## src/rtl/gpio_int_ctrl_pkg.sv

```systemverilog
// ============================================================================
// gpio_int_pkg : shared types and register-map constants for gpio_int_ctrl
// Revision: 1.0
// ============================================================================
`default_nettype none

package gpio_int_pkg;

    typedef enum logic [1:0] {
        IDLE    = 2'd0,
        ASSERT  = 2'd1,
        HOLDOFF = 2'd2
    } gpio_int_state_e;

    localparam logic [1:0] ST_IDLE    = 2'd0;
    localparam logic [1:0] ST_ASSERT  = 2'd1;
    localparam logic [1:0] ST_HOLDOFF = 2'd2;

    localparam logic [2:0] ADDR_PEND = 3'd0;
    localparam logic [2:0] ADDR_MASK = 3'd1;
    localparam logic [2:0] ADDR_ACK  = 3'd2;
    localparam logic [2:0] ADDR_PRIO = 3'd3;
    localparam logic [2:0] ADDR_GEN  = 3'd4;
    localparam logic [2:0] ADDR_DBG  = 3'd5;

    localparam int GEN_BIT = 0;

endpackage

`default_nettype wire

```

## src/rtl/gpio_int_ctrl_if.sv

```systemverilog
// ============================================================================
// gpio_int_ctrl_if : GPIO-style register bus (Addr/DataRd/DataWr/En/Rd/Wr)
// Revision: 1.0
// ============================================================================
`default_nettype none

interface gpio_int_ctrl_if #(
    parameter int WIDTH = 16
);
    logic [2:0]       Addr;
    logic [WIDTH-1:0] DataRd;
    logic [WIDTH-1:0] DataWr;
    logic             En;
    logic             Rd;
    logic             Wr;

    modport master (
        output Addr, DataWr, En, Rd, Wr,
        input  DataRd
    );

    modport slave (
        input  Addr, DataWr, En, Rd, Wr,
        output DataRd
    );
endinterface

`default_nettype wire

```

## src/rtl/gpio_int_ctrl_prio_enc.sv

```systemverilog
// ============================================================================
// gpio_int_prio_enc : combinational lowest-set-bit encoder with valid flag
// Revision: 1.0
// ============================================================================
`default_nettype none

module gpio_int_prio_enc #(
    parameter int WIDTH = 16,
    parameter int IDX_W = $clog2(WIDTH)
) (
    input  wire logic [WIDTH-1:0] Pending_i,
    output logic      [IDX_W-1:0] Index_o,
    output logic                  Valid_o
);

    // Scan downwards so the lowest set bit is the last one to win.
    always_comb begin
        Index_o = '0;
        for (int i = WIDTH - 1; i >= 0; i--) begin
            if (Pending_i[i]) begin
                Index_o = IDX_W'(i);
            end
        end
    end

    assign Valid_o = |Pending_i;

endmodule

`default_nettype wire

```

## src/rtl/gpio_int_ctrl.sv

```systemverilog
// ============================================================================
// gpio_int_ctrl : masked/gated interrupt stage with Irq holdoff FSM and
//                 write-1-to-clear IntReset pulses. Optional macro:
//                 GPIO_INT_CTRL_PRIO_EN (priority index readout at addr 3).
// Revision: 1.0
// ============================================================================
`default_nettype none

module gpio_int_ctrl
    import gpio_int_pkg::*;
#(
    parameter int WIDTH   = 16,
    parameter int HOLDOFF = 4,
    parameter int HCNT_W  = 8
) (
    input  wire logic             Clk,
    input  wire logic             Reset,
    gpio_int_ctrl_if.slave        bus,
    input  wire logic [WIDTH-1:0] IntStatus,
    output logic      [WIDTH-1:0] IntReset,
    output logic                  Irq
);

    localparam int IDX_W = $clog2(WIDTH);
    localparam int DBG_W = HCNT_W + 2;

    logic [WIDTH-1:0]  mask_q, mask_d;
    logic              gen_q, gen_d;
    logic [WIDTH-1:0]  intreset_q, intreset_d;
    logic              irq_q, irq_d;
    logic [1:0]        state_q, state_d;
    logic [HCNT_W-1:0] hcnt_q, hcnt_d;

    logic              w_wr;
    logic              w_wr_ack;
    logic              w_ack_hit;
    logic [WIDTH-1:0]  w_pending;
    logic [WIDTH-1:0]  w_ack_data;
    logic [WIDTH-1:0]  w_prio;
    logic [WIDTH-1:0]  w_rd;
    logic [DBG_W-1:0]  w_dbg;
    logic              w_unused_rd;

    assign w_wr       = bus.En & bus.Wr;
    assign w_wr_ack   = w_wr && (bus.Addr == ADDR_ACK);
    assign w_pending  = IntStatus & mask_q;
    assign w_ack_data = bus.DataWr & mask_q;
    assign w_ack_hit  = w_wr_ack && (|w_ack_data);
    assign w_dbg      = {state_q, hcnt_q};
    // Reads carry no side effects, so the read strobe is not decoded.
    assign w_unused_rd = bus.Rd;

    always_comb begin
        mask_d     = mask_q;
        gen_d      = gen_q;
        intreset_d = '0;
        if (w_wr && (bus.Addr == ADDR_MASK)) begin
            mask_d = bus.DataWr;
        end
        if (w_wr && (bus.Addr == ADDR_GEN)) begin
            gen_d = bus.DataWr[GEN_BIT];
        end
        if (w_wr_ack) begin
            intreset_d = w_ack_data;
        end
    end

    always_comb begin
        state_d = state_q;
        hcnt_d  = hcnt_q;
        case (state_q)
            ST_IDLE: begin
                if (gen_q && (|w_pending)) begin
                    state_d = ST_ASSERT;
                end
            end
            ST_ASSERT: begin
                if (w_ack_hit) begin
                    if (HOLDOFF == 0) begin
                        state_d = ST_IDLE;
                    end else begin
                        state_d = ST_HOLDOFF;
                        hcnt_d  = HCNT_W'(HOLDOFF);
                    end
                end else if (!(|w_pending) || !gen_q) begin
                    state_d = ST_IDLE;
                end
            end
            ST_HOLDOFF: begin
                if (hcnt_q <= HCNT_W'(1)) begin
                    state_d = ST_IDLE;
                    hcnt_d  = '0;
                end else begin
                    hcnt_d = hcnt_q - HCNT_W'(1);
                end
            end
            default: begin
                state_d = ST_IDLE;
                hcnt_d  = '0;
            end
        endcase
    end

    assign irq_d = (state_d == ST_ASSERT);

    always_ff @(posedge Clk) begin
        if (Reset) begin
            mask_q     <= '0;
            gen_q      <= 1'b0;
            intreset_q <= '0;
            irq_q      <= 1'b0;
            state_q    <= ST_IDLE;
            hcnt_q     <= '0;
        end else begin
            mask_q     <= mask_d;
            gen_q      <= gen_d;
            intreset_q <= intreset_d;
            irq_q      <= irq_d;
            state_q    <= state_d;
            hcnt_q     <= hcnt_d;
        end
    end

`ifdef GPIO_INT_CTRL_PRIO_EN
    logic [IDX_W-1:0] w_idx;
    logic             w_valid;

    gpio_int_prio_enc #(
        .WIDTH (WIDTH),
        .IDX_W (IDX_W)
    ) u_prio_enc (
        .Pending_i (w_pending),
        .Index_o   (w_idx),
        .Valid_o   (w_valid)
    );

    always_comb begin
        w_prio              = '0;
        w_prio[IDX_W-1:0]   = w_idx;
        w_prio[WIDTH-1]     = w_valid;
    end
`else
    assign w_prio = '0;
`endif

    always_comb begin
        w_rd = '0;
        if (bus.En) begin
            case (bus.Addr)
                ADDR_PEND: w_rd = w_pending;
                ADDR_MASK: w_rd = mask_q;
                ADDR_ACK:  w_rd = IntStatus;
                ADDR_PRIO: w_rd = w_prio;
                ADDR_GEN:  w_rd = {{(WIDTH-1){1'b0}}, gen_q};
                ADDR_DBG:  w_rd = WIDTH'(w_dbg);
                default:   w_rd = '0;
            endcase
        end
    end

    assign bus.DataRd = w_rd;
    assign IntReset   = intreset_q;
    assign Irq        = irq_q;

endmodule

`default_nettype wire

```

## src/flat_wrapper.sv

```systemverilog
// flat-port wrapper written by rule: the top's interface ports become plain ports
module gpio_int_ctrl_flat import gpio_int_pkg::*;
#(
    parameter int WIDTH   = 16,
    parameter int HOLDOFF = 4,
    parameter int HCNT_W  = 8
)
  (Clk, Reset, IntStatus, IntReset, Irq, bus_Addr, bus_DataWr, bus_En, bus_Rd, bus_Wr, bus_DataRd);
  gpio_int_ctrl_if #(.WIDTH(WIDTH)) bus_i ();
  input  wire logic Clk;
  input  wire logic Reset;
  input  wire logic [WIDTH-1:0] IntStatus;
  output logic      [WIDTH-1:0] IntReset;
  output logic Irq;
  input wire logic [$bits(bus_i.Addr)-1:0] bus_Addr;
  input wire logic [$bits(bus_i.DataWr)-1:0] bus_DataWr;
  input wire logic [$bits(bus_i.En)-1:0] bus_En;
  input wire logic [$bits(bus_i.Rd)-1:0] bus_Rd;
  input wire logic [$bits(bus_i.Wr)-1:0] bus_Wr;
  output wire logic [$bits(bus_i.DataRd)-1:0] bus_DataRd;
  assign bus_i.Addr = bus_Addr;
  assign bus_i.DataWr = bus_DataWr;
  assign bus_i.En = bus_En;
  assign bus_i.Rd = bus_Rd;
  assign bus_i.Wr = bus_Wr;
  assign bus_DataRd = bus_i.DataRd;
  gpio_int_ctrl #(.WIDTH(WIDTH), .HOLDOFF(HOLDOFF), .HCNT_W(HCNT_W)) u_core (.Clk(Clk), .Reset(Reset), .bus(bus_i), .IntStatus(IntStatus), .IntReset(IntReset), .Irq(Irq));
endmodule
```

## config.mk

```make
export PLATFORM = sky130hd
export DESIGN_NAME = gpio_int_ctrl_flat
export DESIGN_NICKNAME = d
export VERILOG_FILES = /design/src/rtl/gpio_int_ctrl_pkg.sv /design/src/rtl/gpio_int_ctrl_if.sv /design/src/rtl/gpio_int_ctrl_prio_enc.sv /design/src/rtl/gpio_int_ctrl.sv /design/src/flat_wrapper.sv
export SDC_FILE = /design/constraint.sdc
export NUM_CORES = 1
export LEC_CHECK = 0
export CAP_MARGIN = 20
export CORE_MARGIN = 4
export CORE_UTILIZATION = 25
export CTS_BUF_LIST = sky130_fd_sc_hd__clkbuf_16
export DETAILED_ROUTE_END_ITERATION = 8
export PLACE_DENSITY = 0.46
export SYNTH_ARGS = -nofsm -noshare
export SYNTH_HDL_FRONTEND = slang
export SYNTH_SLANG_ARGS = --single-unit
```

## constraint.sdc

```tcl
create_clock -name Clk -period 3.1 [get_ports Clk]
set_clock_uncertainty 0.2 [all_clocks]
set_input_delay 0.62 -clock Clk [delete_from_list [all_inputs] [get_ports Clk]]
set_output_delay 0.62 -clock Clk [all_outputs]
set_load 0.02 [all_outputs]
```

* Word level (Yosys, flattened, before mapping)
Index checks and enable logic that the tools add are counted.
Operators by class: bitwise logic cells 5, reduce and logical (&&, ||, !) cells 14, eq/ne operators 8, muxes and demuxes 10, order comparisons 1, add/subtract/negate cells 1
Operator list (number):
- 16-bit one-hot mux with 5 select lines | 1
- 16-bit AND | 2
- 16-bit OR reduction | 2
- 8-bit one-hot mux with 3 select lines | 1
- 16-bit two-way mux | 1
- 8-bit two-way mux | 2
- 8-bit by 1-bit <= comparator with 1-bit output (second input constant) | 1
- 2-bit two-way mux | 4
- 8-bit by 1-bit subtractor with 8-bit output (second input constant) | 1
- 3-bit equality test (second input constant) | 2
- 2-bit one-hot mux with 3 select lines | 1
- 1-bit logical AND | 5
- 2-bit by 1-bit equality test with 1-bit output (second input constant) | 2
- 3-bit by 1-bit equality test with 1-bit output (second input constant) | 1
- 3-bit by 2-bit equality test with 1-bit output (second input constant) | 1
- 3-bit logical NOT | 1
- 2-bit equality test (second input constant) | 1
- 1-bit logical NOT | 2
- 2-bit logical NOT | 1
- 2-bit by 1-bit inequality test with 1-bit output (second input constant) | 1
- 1-bit NOT | 2
- 2-bit AND reduction | 1
- 2-bit OR reduction | 1
- 1-bit AND | 1
- 1-bit logical OR | 1
Word-level totals: output and inout port bits 33, input bits 40, logic and storage cells 45, register bits after elaboration 44

* Longest topological paths before layout
Gate-level depths: netlist of the first run.
depth in word-level cells 8, depth in mapped cells 7, mapped depth without buffers 7

* Worst setup path before layout of the first run
Ideal clock, no wire load.
kind input-to-output, start in bus_Addr[1], end out bus_DataRd[10], data arrival time 1834 ps, stages on the path 5, slack 446 ps, required time 2280 ps, path buffers 2, cells stage by stage and2_1 clkbuf_1 or3b_2 clkbuf_1 nor2_1
On the way: cells in the longest elaborated chain, start to end 3, elaborated cells on any way between the ends 7, classes of those cells 4 x eq/ne; 2 x mux; 1 x reduce/logical
RTL lines:
- from (decl) | line flat_wrapper.sv:15 | input wire logic [$bits(bus_i.Addr)-1:0] bus_Addr;
- 3-bit equality test (tied with other cells) | line gpio_int_ctrl.sv:149 | case (bus.Addr)
- 16-bit one-hot mux with 5 select lines (*) | line gpio_int_ctrl.sv:149
- 16-bit two-way mux (*) | line gpio_int_ctrl.sv:148 | if (bus.En) begin
- to (decl) | line flat_wrapper.sv:20 | output wire logic [$bits(bus_i.DataRd)-1:0] bus_DataRd;
Every way passes the cells marked *; elsewhere a longest branch is shown, timed or not.

* Worst setup path after layout of the first run
start in bus_Addr[1], end out bus_DataRd[11]
The elaborated chain is that of the path after synthesis.

==> results.md, run 1 <==
* Die area at 0.0110 mm²
* Top_reg_cell synth: dfxtp_1
* Area leader, netlist: dfxtp_1
* CTS buffer count at 5
* Startpoint Class: input pin
* CTS clk-pin slew, worst paths at 0.07 ns
* Number of flops mapped to enable cells by yosys at 0
* Number of remaining DRC errors at 0
* Flop-to-flop setup slack at 0.84 ns
* Placed cell count at 498
* First-pass GRT wire length at 13500 µm
* Syn-to-layout area delta at 47.3%
* Core Box Area at ~0.0092 mm²
* Most common cell in the netlist: nand2_1
* Final period utilization at 0.977
* Post-layout nets at 440
* Setup CP Type: input pin to output pin
* Ports at 73
* Reg2reg end: u_core.hcnt_q[4]
* TNS Setup at 0 ns
* Hold path endpoint: u_core.IntReset[14]
* Post-Syn Area at 0.00235 mm²
* Power share of the clock group at 0.453
* Headroom to the max-slew limit at 0.593
* Fillers at 970
* Row count at 35
* P per Cell Area at 389 mW/mm²
* Average size of a mapped cell at 7.58 µm²
* Worst path required time at 2.28 ns
* Worst Path Max Fanout at 6
* Starting density of the core at 0.256
* Initial antenna violation count at 0
* Antenna cells at 0
* Switching pwr at 0.000316 W
* Synth Area in Adders at 0.0319
* Max_cap viols at 0
* Netlist cell types at 47
* GPL Wtd Cong at 0.823
* Vias per cell at 5.08
* Post-route insts no fill at between 500 and 600
* Post-synthesis simple-gate area fraction at 0.256
* Crit path capture type: output pin
* Clock Latency Late Sink at 0.29 ns
* Wire per inst at roughly 17 µm
* Outcome: completed
* Worst reg-to-reg path cell count at 6
* Hold_buf cts at 0
* Die height at approximately 100 µm
* Worst-margin pin slew at about 0.61 ns
* Top post-synthesis cells by area: dfxtp_1 37%, nand2_1 9.1%, a21oi_1 6.8%, nor2_1 6.2%, o22ai_1 4.3%
* Max VDD drop at 0.195 mV
* Dpl hpwl at 6490 µm
* Number of global-route vias before repair at 2534
* Worst r2r src: u_core.hcnt_q[0]
* Comb power frac at 0.123
* Synth top area share at 0.375
* Hold_sp: u_core.mask_q[14]
* Largest family of logic cells by synthesized area: compound AO/OA/AOI/OAI gates
* Pre-CTS setup slack at -0.264 ns
* Multiplexer share of the synthesized area at 0.00905
* F_max at 0.330 GHz
* Compound-gate portion of the synthesized area at 0.289
* Register bit total from synthesis at 44
* RSZ-0062 raised after global routing: no
* Die X at 105 µm
* Yosys Warn Count at 0
* Ys async rst share at 0
* Commonest cells post-synth: 57 x nand2_1, 44 x dfxtp_1, 39 x nor2_1
* TritonRoute pass-1 iters at 4
* IO Port Bufs at 71
* Largest net degree at the start of global routing at 24
* CTS tree: built
* Post-CTS setup buffers at 0
* Global-route usage over all layers at 0.154
* Clk buf depth at 2
* Minimum clock period at roughly 3.0 ns
* Hold_ws at 0.296 ns
* Drt first-iter violations at between 100 and 150
* Final hold violation count at 0
* Mapped Nets at 356
* Synth Area in XOR/XNOR at 0
* Layout cells sized above 1 at 0.116
* Grt ovf at 0
* Final max-slew violation count at 0
* Total number of vias at 2571
* Switching share of power at 0.234
* Leak at 1.23 nW
* Antenna Violating Nets Remaining at 0
* Internal at 0.00103 W
* Cells after synthesis at 310
* Number of sinks on the clock net at 44
* Final wirelength at about 8400 µm
* CTS root buf: clkbuf_16
* Hold depth at 2
* Register share of total power at 0.425
* Register area share after synthesis at 0.375
* Worst EP arrival at 2.21 ns
* Hold WC Path Type: flip-flop to flip-flop
* Setup violators final at 0
* PnR worst setup slack at about 0.070 ns
* H-tree levels at 2
power groups by stage:
| stage | logic [W] | clock network, W | registers (W) |
|---|---|---|---|
| 3_3_place_gp | 0.000170 | 0 | 0.000585 |
| 6_report | 0.000166 | 0.000610 | 0.000572 |
| 5_1_grt | 0.000180 | 0.000664 | 0.000572 |
| 3_5_place_dp | 0.000170 | 0 | 0.000585 |
| 2_1_floorplan | 0.0000634 | 0 | 0.000584 |
| 4_1_cts | 0.000166 | 0.000631 | 0.000572 |
critical path, cell delays in order:
cell and delay [ns]:
clkdlybuf4s50_1 0.41, and2_1 0.17, or3b_2 0.53, nor2_1 0.13, dlygate4sd2_1 0.34
logic make-up after synthesis:
family	after synthesis
adder cells (fa/ha/maj)	6
buffers and inverters	25
flip-flops	44
AND/OR/NAND/NOR	135
multiplexers	2
AO/OA/AOI/OAI	98
through the flow:
stage	util	instance area, µm²	total power [W]
global route	0.376	3460	0.00142
global placement	0.360	3310	0.000755
finish	0.376	3460	0.00135
detailed placement	0.360	3310	0.000755
CTS	0.376	3460	0.00137
floorplan	-	2350	0.000647
cells in the final DEF (no fill, tap or decap), drive strengths merged, types with 2 or more instances in the layout:
master / Yosys / layout
clkdlybuf4s15: 0 / 6
a211oi: 2 / 2
a21o: 2 / 2
and2: 2 / 2
dfxtp: 44 / 44
a2111oi: 2 / 2
nor3: 14 / 14
o221ai: 3 / 3
o311ai: 3 / 3
ha: 6 / 6
a31oi: 2 / 2
a21oi: 32 / 32
a22o: 4 / 4
nand2: 57 / 57
a22oi: 8 / 8
clkbuf: 18 / 8
a31o: 3 / 3
nor4: 2 / 2
buf: 0 / 24
a221oi: 4 / 4
nand2b: 3 / 3
nor2: 39 / 39
dlygate4sd2: 0 / 8
o21ai: 3 / 3
or3: 2 / 2
o211ai: 2 / 2
o22ai: 16 / 16
o31ai: 3 / 3
nand3: 5 / 5
clkinv: 0 / 2
nand4: 3 / 3
clkdlybuf4s50: 0 / 54
inv: 7 / 7
layout make-up:
cell class / instances / area [µm²] / share of cell area
tap: 111 / 139 / 0.0401
inverter: 7 / 26.3 / 0.00759
multi-input combinational: 241 / 1380 / 0.398
sequential: 44 / 881 / 0.254
timing repair buffer: 95 / 870 / 0.251
clock inverter: 3 / 42.5 / 0.0123
clock buffer: 5 / 125 / 0.0361
layer usage:
metal	wire length (µm)	share of wire	vias to the layer above	GRT usage
li1	-	-	1305	-
met4	78	0.0093	0	0.0422
met1	4150	0.49	1198	0.213
met3	339	0.040	4	0.0315
met5	0	0	-	0
met2	3850	0.46	64	0.244
state kept, by name, summed over array words and instances, names as in the netlist:
name / count
u_core.IntReset: 16
u_core.Irq: 1
u_core.hcnt_q: 8
u_core.gen_q: 1
u_core.state_q: 2
u_core.mask_q: 16
worst max path at each step:
stage               depth (start not counted)        endpoint        start  slack, ns
detailed placement                          6   bus_DataRd[4]  bus_Addr[0]      -0.26
floorplan                                   5  bus_DataRd[10]  bus_Addr[1]       0.45
global placement                            6   bus_DataRd[0]  bus_Addr[2]      -0.28
CTS                                         5  bus_DataRd[15]  bus_Addr[1]       0.05
finish                                      5  bus_DataRd[11]  bus_Addr[1]       0.07
global route                                5  bus_DataRd[12]  bus_Addr[1]      0.002
repair_timing:
item / 4_1_cts / 5_1_grt
hold endpoints to repair: 0 / 0
pin swaps: 0 / 0
gates resized for setup: 19 / 13
setup endpoints to repair: 16 / 9
Power figures use the tool's default switching activity.
==> run 2: changes to the inputs <==
==> constraint.sdc (replaced) <==
create_clock -name Clk -period 3.1 [get_ports Clk]
set_clock_uncertainty 0.2 [all_clocks]
set_input_delay 0.93 -clock Clk [delete_from_list [all_inputs] [get_ports Clk]]
set_output_delay 0.93 -clock Clk [all_outputs]
set_load 0.02 [all_outputs]
==> results.md, run 2 (synthesis gave the netlist of run 1 again) <==
* Core Box Area at 0.00920 mm² (unchanged)
* Total number of vias at 2678 (+4.2%)
* F_max at 0.327 GHz (-1.0%)
* GPL Wtd Cong at 0.843 (+2.4%)
* Die X at 105 µm (unchanged)
* CTS root buf: clkbuf_16
* Dpl hpwl at 6640 µm (+2.4%)
* Hold_sp: u_core.mask_q[11]
* Clock Latency Late Sink at 0.29 ns (about the same)
* Die height at 105 µm (unchanged)
* Worst EP arrival at 1.93 ns (-0.28 ns)
* Final wirelength at 8860 µm (+5.2%)
* Worst reg-to-reg path cell count at 8 (+2)
* Drt first-iter violations at 153 (+38%)
* Worst r2r src: u_core.hcnt_q[0]
* Number of global-route vias before repair at 2754 (+8.7%)
* Die area at 0.0110 mm² (unchanged)
* Flop-to-flop setup slack at 0.59 ns (-0.25 ns)
* Wire per inst at 16.8 µm (+1.2%)
* Max_cap viols at 0 (unchanged)
* Headroom to the max-slew limit at 0.612 (+0.0187)
* First-pass GRT wire length at 14200 µm (+5.1%)
* Critical path buffers and inverters at 3 (+1)
* TNS Setup at 0 ns (unchanged)
* Startpoint Class: input pin
* Largest net degree at the start of global routing at 24 (unchanged)
* Minimum clock period at 3.06 ns (+0.0318 ns)
* Hold_ws at 0.281 ns (-0.0152 ns)
* Initial antenna violation count at 0 (unchanged)
* Hold depth at 2 (unchanged)
* Global-route usage over all layers at 0.161 (+0.00734)
* Row count at 35 (unchanged)
* CP Cell Sequence: buf_6 > buf_12 > and3b_2 > a21oi_1 > nor2_1 > buf_4
* Grt ovf at 0 (unchanged)
* Max VDD drop at 0.181 mV (-7.3%)
* Hold path endpoint: u_core.IntReset[11]
* Number of sinks on the clock net at 44 (unchanged)
* Layout cells sized above 1 at 0.277 (+0.161)
* Fillers at 968 (-0.21%)
* Most frequent cells in the layout: 56 x nand2_1, 45 x buf_4, 44 x dfxtp_1
* Starting density of the core at 0.256 (unchanged)
* Pre-CTS setup slack at -0.894 ns (-0.630 ns)
* Leak at 1.40 nW (+14%)
* Crit path capture type: output pin
* TritonRoute pass-1 iters at 4 (unchanged)
* Clk buf depth at 2 (unchanged)
* Final period utilization at 0.988 (+0.0103)
* CP delay by family, top: simple AND/OR/NAND/NOR gates
* Final Power at 0.00140 W (+4.1%)
* IO Port Bufs at 71 (unchanged)
* Largest stage delay, worst path at 0.38 ns (-0.15 ns)
* Outcome: completed
* Slowest stage cell on the critical path: and3b_2
* Antenna cells at 0 (unchanged)
* P per Cell Area at 367 mW/mm² (-5.8%)
* Post-layout nets at 460 (+4.5%)
* Hold WC Path Type: flip-flop to flip-flop
* Final max-slew violation count at 0 (unchanged)
* Worst Path Max Fanout at 8 (+2)
* H-tree levels at 2 (unchanged)
* Worst path required time at 1.97 ns (-0.31 ns)
* Ports at 73 (unchanged)
* Placed cell count at 508 (+2.0%)
* CTS tree: built
* Multi-input logic area at 0.00154 mm² (+12%)
* Hold_buf cts at 0 (unchanged)
* Antenna Violating Nets Remaining at 0 (unchanged)
* Reg2reg end: u_core.hcnt_q[3]
* Post-route insts no fill at 526 (+4.0%)
* CTS buffer count at 5 (unchanged)
* PnR worst setup slack at 0.0384 ns (-0.0318 ns)
* Setup violators final at 0 (unchanged)
* Number of remaining DRC errors at 0 (unchanged)
* FF+latch area at 881 µm² (unchanged)
* RSZ-0062 raised after global routing: no
* Vias per cell at 5.09 (+0.20%)
* CTS clk-pin slew, worst paths at 0.07 ns (about the same)
* Final hold violation count at 0 (unchanged)
* Syn-to-layout area delta at 62.8%
* Setup CP Type: input pin to output pin
* Most common cell after layout, fill and taps aside: nand2_1
* Worst-margin pin slew at 0.568 ns (-0.0428 ns)
run 2: tightest hold or removal path: stages (launching register included):
cell and delay, ns:
dfxtp_1 0.34, nand2_1 0.07, nor2_1 0.03
run 2: power by group:
| part | switching (W) | internal (W) |
|---|---|---|
| combinational | 0.000102 | 0.000109 |
| sequential | 0.00000395 | 0.000568 |
| clock | 0.000237 | 0.000383 |
run 2: how the worst max path moves through the flow:
stage                             from            end  slack [ns]  cells past startpoint
after CTS                 IntStatus[2]  bus_DataRd[2]       -0.04                      6
final                      bus_Addr[1]  bus_DataRd[5]        0.04                      6
after floorplan            bus_Addr[2]  bus_DataRd[9]      -0.007                      5
after detailed placement   bus_Addr[0]  bus_DataRd[2]       -0.89                      6
after global routing       bus_Addr[1]  bus_DataRd[2]       0.002                      6
after global placement     bus_Addr[0]  bus_DataRd[2]       -0.91                      6
run 2: cell type report:
type / instances / area share
well taps: 111 / 0.0363
multi-input cells: 241 / 0.403
clock buffers: 5 / 0.0327
clock inverters: 3 / 0.0121
flip-flops and latches: 44 / 0.230
repair buffers: 115 / 0.278
inverters: 7 / 0.00687
run 2: repair_timing:
item	CTS	global route
endpoints found under the setup margin	16	13
cloned	1	0
setup buffers	6	5
gates resized for setup	141	13
pin swaps	15	11
run 2: through the flow:
stage          utilization  cell area, µm²
3_3_place_gp         0.377            3460
4_1_cts              0.409            3760
2_1_floorplan            -            2430
3_5_place_dp         0.377            3460
5_1_grt              0.416            3820
6_report             0.416            3820
run 2: metal layers:
metal	track usage	part of all wire	up-vias
met5	0	0	-
met2	0.261	0.47	69
met1	0.216	0.47	1259
met4	0.0562	0.015	0
li1	-	-	1339
met3	0.0278	0.043	11
==> run 3: changes to the inputs <==
- GPL_ROUTABILITY_DRIVEN: not set -> 1
==> results of run 3 <==
The final DEF is identical to that of run 2; final timing and power are the same.
